$ cat config.mk
export PLATFORM = sky130hd
export DESIGN_NAME = or1200_bus_arbiter
export DESIGN_NICKNAME = d
export VERILOG_FILES = /design/src/rtl/or1200_bus_arbiter.sv
export SDC_FILE = /design/constraint.sdc
export NUM_CORES = 1
export LEC_CHECK = 0
export BUFFER_PORTS_ARGS = -buffer_cell sky130_fd_sc_hd__buf_2
export CAP_MARGIN = 10
export CORE_AREA = 4 4 108 110
export CTS_BUF_LIST = sky130_fd_sc_hd__clkbuf_8
export DETAILED_ROUTE_END_ITERATION = 8
export DIE_AREA = 0 0 112 114
export PLACE_DENSITY = 0.69
export SLEW_MARGIN = 5
export SYNTH_ARGS = -nofsm -noshare
export SYNTH_HDL_FRONTEND = slang
export SYNTH_SLANG_ARGS = --single-unit
$ cat constraint.sdc
create_clock -name clk -period 1.7 [get_ports clk]
set_input_delay 0.085 -clock clk [delete_from_list [all_inputs] [get_ports clk]]
set_output_delay 0.085 -clock clk [all_outputs]
set_load 0.05 [all_outputs]
$ cat src/rtl/or1200_bus_arbiter.sv
// or1200_bus_arbiter: two-master round-robin arbiter sharing one memory port
// between the instruction-fetch (icpu) and data (dcpu) sides of the core.
//
// Ports:
//   clk, reset            single clock, synchronous active-high reset
//   icpu_*                fetch request in (cycstb, adr), response out (ack, err, dat)
//   dcpu_*                data request in (cycstb, we, adr, sel, dat), response out
//   mem_*_o               registered shared-port command (cycstb, we, adr, sel, dat)
//   mem_*_i               shared-port response (dat, ack, err)
//   grant_o               one-hot owner: bit0 icpu, bit1 dcpu, 2'b00 idle
//
// Optional feature: define OR1200_BUS_ARBITER_TIMEOUT_EN to enable a bus watchdog.
// A granted cycle that sees no completion for TIMEOUT_CYCLES cycles is terminated
// with a one-cycle err pulse to the owner. Without the macro a grant waits forever
// and TIMEOUT_CYCLES has no effect.

module or1200_bus_arbiter #(
  parameter logic [7:0]  TIMEOUT_CYCLES = 8'd255,
  parameter int unsigned AW             = 32
) (
  input  logic          clk,
  input  logic          reset,
  // Instruction-fetch requester
  input  logic          icpu_cycstb_i,
  input  logic [AW-1:0] icpu_adr_i,
  output logic          icpu_ack_o,
  output logic          icpu_err_o,
  output logic [31:0]   icpu_dat_o,
  // Data requester
  input  logic          dcpu_cycstb_i,
  input  logic          dcpu_we_i,
  input  logic [AW-1:0] dcpu_adr_i,
  input  logic [3:0]    dcpu_sel_i,
  input  logic [31:0]   dcpu_dat_i,
  output logic          dcpu_ack_o,
  output logic          dcpu_err_o,
  output logic [31:0]   dcpu_dat_o,
  // Shared memory port
  output logic          mem_cycstb_o,
  output logic          mem_we_o,
  output logic [AW-1:0] mem_adr_o,
  output logic [3:0]    mem_sel_o,
  output logic [31:0]   mem_dat_o,
  input  logic [31:0]   mem_dat_i,
  input  logic          mem_ack_i,
  input  logic          mem_err_i,
  // Current owner
  output logic [1:0]    grant_o
);

  // Encoding doubles as the one-hot grant_o value.
  typedef enum logic [1:0] {
    StIdle = 2'b00,
    StGntI = 2'b01,
    StGntD = 2'b10
  } state_e;

  state_e          state_q;
  logic            last_q;    // last served: 0 icpu, 1 dcpu
  logic            last_d;
  logic            cycstb_q;
  logic            we_q;
  logic [AW-1:0]   adr_q;
  logic [3:0]      sel_q;
  logic [31:0]     wdat_q;

  logic            granted;
  logic            timeout;
  logic            rsp_err;
  logic            rsp_ack;
  logic            done;
  logic            pick_i;
  logic            pick_d;

  // Tie goes to whoever was not served last.
  assign pick_i = icpu_cycstb_i & (~dcpu_cycstb_i | last_q);
  assign pick_d = dcpu_cycstb_i & (~icpu_cycstb_i | ~last_q);

  assign granted = (state_q != StIdle);
  // Error wins over ack when both arrive; responses in idle are dropped.
  assign rsp_err = granted & (mem_err_i | timeout);
  assign rsp_ack = granted & mem_ack_i & ~rsp_err;
  assign done    = rsp_ack | rsp_err;
  assign last_d  = (state_q == StGntD);

  always_ff @(posedge clk) begin
    if (reset) begin
      state_q  <= StIdle;
      last_q   <= 1'b1;
      cycstb_q <= 1'b0;
      we_q     <= 1'b0;
      adr_q    <= '0;
      sel_q    <= 4'h0;
      wdat_q   <= 32'h0;
    end else begin
      unique case (state_q)
        StIdle: begin
          if (pick_i) begin
            state_q  <= StGntI;
            cycstb_q <= 1'b1;
            we_q     <= 1'b0;
            adr_q    <= icpu_adr_i;
            sel_q    <= 4'hF;
            wdat_q   <= 32'h0;
          end else if (pick_d) begin
            state_q  <= StGntD;
            cycstb_q <= 1'b1;
            we_q     <= dcpu_we_i;
            adr_q    <= dcpu_adr_i;
            sel_q    <= dcpu_sel_i;
            wdat_q   <= dcpu_dat_i;
          end
        end
        // Command registers hold while granted; requester inputs are ignored
        // until the memory cycle completes, even if cycstb drops.
        StGntI, StGntD: begin
          if (done) begin
            state_q  <= StIdle;
            cycstb_q <= 1'b0;
            last_q   <= last_d;
          end
        end
        default: begin
          state_q  <= StIdle;
          cycstb_q <= 1'b0;
        end
      endcase
    end
  end

`ifdef OR1200_BUS_ARBITER_TIMEOUT_EN
  logic [7:0] wdog_q;

  // Idle clears the counter, so every grant starts from zero.
  always_ff @(posedge clk) begin
    if (reset) begin
      wdog_q <= 8'h0;
    end else if (state_q == StIdle) begin
      wdog_q <= 8'h0;
    end else if (!done) begin
      wdog_q <= wdog_q + 8'd1;
    end
  end

  assign timeout = granted & (wdog_q == TIMEOUT_CYCLES);
`else
  logic unused_timeout_cycles;

  assign timeout               = 1'b0;
  assign unused_timeout_cycles = ^TIMEOUT_CYCLES;
`endif

  assign grant_o      = state_q;
  assign mem_cycstb_o = cycstb_q;
  assign mem_we_o     = we_q;
  assign mem_adr_o    = adr_q;
  assign mem_sel_o    = sel_q;
  assign mem_dat_o    = wdat_q;

  assign icpu_ack_o = rsp_ack & (state_q == StGntI);
  assign icpu_err_o = rsp_err & (state_q == StGntI);
  assign dcpu_ack_o = rsp_ack & (state_q == StGntD);
  assign dcpu_err_o = rsp_err & (state_q == StGntD);

  // Read data is shared by both requesters while a cycle is open.
  assign icpu_dat_o = granted ? mem_dat_i : 32'h0;
  assign dcpu_dat_o = granted ? mem_dat_i : 32'h0;

endmodule

==> results.py <==
metrics = {
    "floorplanning": {
        "rows": 38,
        "io_pins": 279,
        "die_h_um": 114,
        "initial_utilization_pct": 33.4,
        "dieArea_um2": 12800,
        "die_w_um": 112,
        "coreArea_um2": 10700,
    },
    "sta": {
        "fin_worst_skew_ns": 0.00979,
        "drv_slew": 0,
        "rsz0062_at_grt": "true",
        "hold_ws_ns": 0.0202,
        "setup_slack_ns": 0.0219,
        "fin_crit_sh_pct": 98.7,
        "post-route-min-period_ns": 1.68,
        "final-hold-violation-count": 0,
        "setup_viol": 0,
        "slew_headroom_pct": 56.8,
        "tightestPinTransition_ns": 0.647,
        "timing.fmax_ghz": 0.596,
    },
    "critical_path": {
        "worstReg2RegStart": "grant_o[0]$_SDFFE_PP0P_",
        "crit_fanout": 6,
        "r2r_cells": 7,
        "start_kind": "register",
        "worstSetupPathType": "reg -> out",
        "r2r_slack_ns": 0.10,
        "arrival_ns": 1.59,
        "critPathCaptureType": "output pin",
        "worstReg2RegEnd": "mem_adr_o[21]$_SDFFE_PP0P_",
        "worstPathRequired_ns": 1.62,
    },
    "grt": {
        "antenna_found_initial": 1,
        "busiest_layer": "met2",
        "grt_max_degree": 61,
        "overflow": 0,
        "grt_first_pass_wirelength_um": 22600,
        "grt_use_total_pct": 21.7,
        "gr-usage-met2_pct": 38.8,
        "grt_pass1_vias": 4506,
        "met1_usage_pct": 23.9,
        "met3_usage_pct": 5.09,
    },
    "routing": {
        "wire_per_inst_um": 16.9,
        "ant_nets": 0,
        "drt_iter0_drc": 381,
        "vias": 4417,
        "vias_per_cell": 5.14,
        "first_pass_iters": 5,
        "wirelength_um": 14500,
        "drcViolationCount": 0,
    },
    "cts": {
        "cts_tree": "yes",
        "htree_levels": 3,
        "path_clk_slew_ns": 0.08,
        "root_buffer": "clkbuf_8",
        "worstSkewPairLatency_ns": 0.35,
        "numCtsBuffers": 9,
        "clock-sinks": 73,
        "cts.path.max_buffers": 2,
    },
    "yosys": {
        "synthMuxAreaShare_pct": 0,
        "synthAdderAreaFrac_pct": 1.05,
        "synthCells": 416,
        "synthTopCellsByArea": "dfxtp_1, a32oi_1, buf_4",
        "synth_top_area_share_pct": 40.9,
        "synth_warnings": 0,
        "yosysSeqAreaShare_pct": 40.9,
        "synth-xor-area-share_pct": 0,
        "synth_area_leader_cell": "dfxtp_1",
        "synthSimpleGateAreaFrac_pct": 20.3,
        "syn_area_um2": 3570,
        "syn_nets": 558,
        "ys_ff_latch": 73,
        "synth_top_family_by_area": "compound AO/OA/AOI/OAI gates",
        "synth_compound_area_share_pct": 24.1,
        "synth_cell_type_count": 34,
        "avgSynthCellArea_um2": 8.59,
    },
    "final_layout": {
        "drive_above_1_share_pct": 49.9,
        "layout_common_cells": "buf_2, nor2_1, dfxtp_1",
        "syn2layout_area_growth_pct": 71.4,
        "fin_nets": 855,
        "stdcell_area_um2": 6130,
        "final_common_cell": "buf_2",
    },
    "power": {
        "totalPowerFinal_uw": 7950,
        "peakVddDrop_mv": 0.728,
        "p_leak_uw": 0.00304,
        "p_per_area_nw_per_um2": 1300,
    },
    "min_path": {
        "min_path_type": "in -> reg",
        "min_path_cells": 3,
        "worstHoldEndpoint": "mem_adr_o[3]$_SDFFE_PP0P_",
        "worstHoldStart": "dcpu_adr_i[3]",
    },
    "placement": {
        "numPortBuffers": 278,
        "place_area_um2": 5100,
        "gp_congestion": 0.882,
        "pre_cts_ws_ns": 0.124,
        "dpl.hpwl_um": 9910,
    },
    "run": {
        "cap_violations": 0,
    },
    "outcome": {
        "outcome": "completed",
    },
}
[power breakdown]
group          leakage [µW]  switching [µW]  total, µW  internal (µW)
combinational       0.00234            3080       4470           1380
clock              0.000105             667       1380            711
sequential         0.000602             140       2100           1960
[repair_timing]
| item | 4_1_cts | 5_1_grt |
|---|---|---|
| setup endpoints to repair | 45 | 73 |
| hold buffers | 61 | 0 |
| cloned | 2 | 0 |
| hold endpoints to repair | 55 | 0 |
| pin swaps | 3 | 2 |
| setup buffers | 3 | 5 |
| gates resized for setup | 19 | 30 |
[Yosys cell counts (all sizes together)]
| cell type | instances |
|---|---|
| nand2 | 2 |
| nand3b | 1 |
| or4b | 1 |
| and2 | 2 |
| o32a | 1 |
| nand3 | 32 |
| a311oi | 32 |
| a32o | 1 |
| a21boi | 1 |
| a32oi | 33 |
| nor2 | 71 |
| o21ai | 34 |
| inv | 7 |
| dfxtp | 73 |
| a311o | 1 |
| buf | 52 |
| o21a | 1 |
| nand2b | 1 |
| and2b | 1 |
| a21oi | 1 |
| and3b | 2 |
| a22o | 1 |
| or2b | 1 |
| nor2b | 32 |
| o21ba | 1 |
| nor4bb | 2 |
| ha | 3 |
| a211oi | 4 |
| clkbuf | 22 |
[critical path: stages, from the launching register on]
cell and delay (ns):
dfxtp_4 0.36, inv_4 0.04, ha_4 0.19, bufbuf_16 0.29, nor2b_4 0.10, buf_2 0.26
[flip-flops by register name (all words and copies together), names as in the netlist]
name          flops
grant_o           2
last_q            1
mem_adr_o        32
mem_cycstb_o      1
mem_dat_o        32
mem_sel_o         4
mem_we_o          1
[metal layers]
| metal | vias up | routed length [µm] |
|---|---|---|
| met5 | - | 0 |
| met4 | 0 | 516 |
| met3 | 46 | 1120 |
| met2 | 233 | 7550 |
| met1 | 2067 | 5310 |
| li1 | 2071 | - |
[per-stage QoR]
step	setup TNS [ns]	std cells	util (%)
after floorplan	-1.21	416	-
after global placement	0	771	47.6
after detailed placement	0	771	47.6
after CTS	-0.0672	853	56.4
after global routing	-0.228	859	57.3
final	0	859	57.3
[layout make-up]
cell class                      instances  area, µm²
Multi-Input combinational cell        262       1890
Antenna cell                            1       2.50
Clock buffer                           10        138
Timing Repair Buffer                  360       2360
Tap cell                              140        175
Fill cell                             932       4570
Sequential cell                        73       1470
Clock inverter                          6       58.8
Inverter                                7       31.3
[how the worst max path moves through the flow]
stage / startpoint / end / slack [ns] / cells after the start
final: grant_o[1]$_SDFFE_PP0P_ / dcpu_dat_o[6] / 0.02 / 5
after global routing: grant_o[0]$_SDFFE_PP0P_ / dcpu_dat_o[6] / -0.06 / 5
after global placement: grant_o[0]$_SDFFE_PP0P_ / mem_dat_o[21]$_SDFFE_PP0P_ / 0.21 / 6
after CTS: grant_o[1]$_SDFFE_PP0P_ / dcpu_dat_o[6] / -0.01 / 5
after detailed placement: grant_o[0]$_SDFFE_PP0P_ / mem_adr_o[4]$_SDFFE_PP0P_ / 0.12 / 6
after floorplan: grant_o[0]$_SDFFE_PP0P_ / icpu_dat_o[0] / -0.07 / 5
[cells by family after synthesis]
group | after synthesis
DFF | 73
adders and majority gates | 3
AOI/OAI and AO/OA | 111
buffers and inverters | 81
and+or+nand+nor | 148
Power figures use the tool's default switching activity.
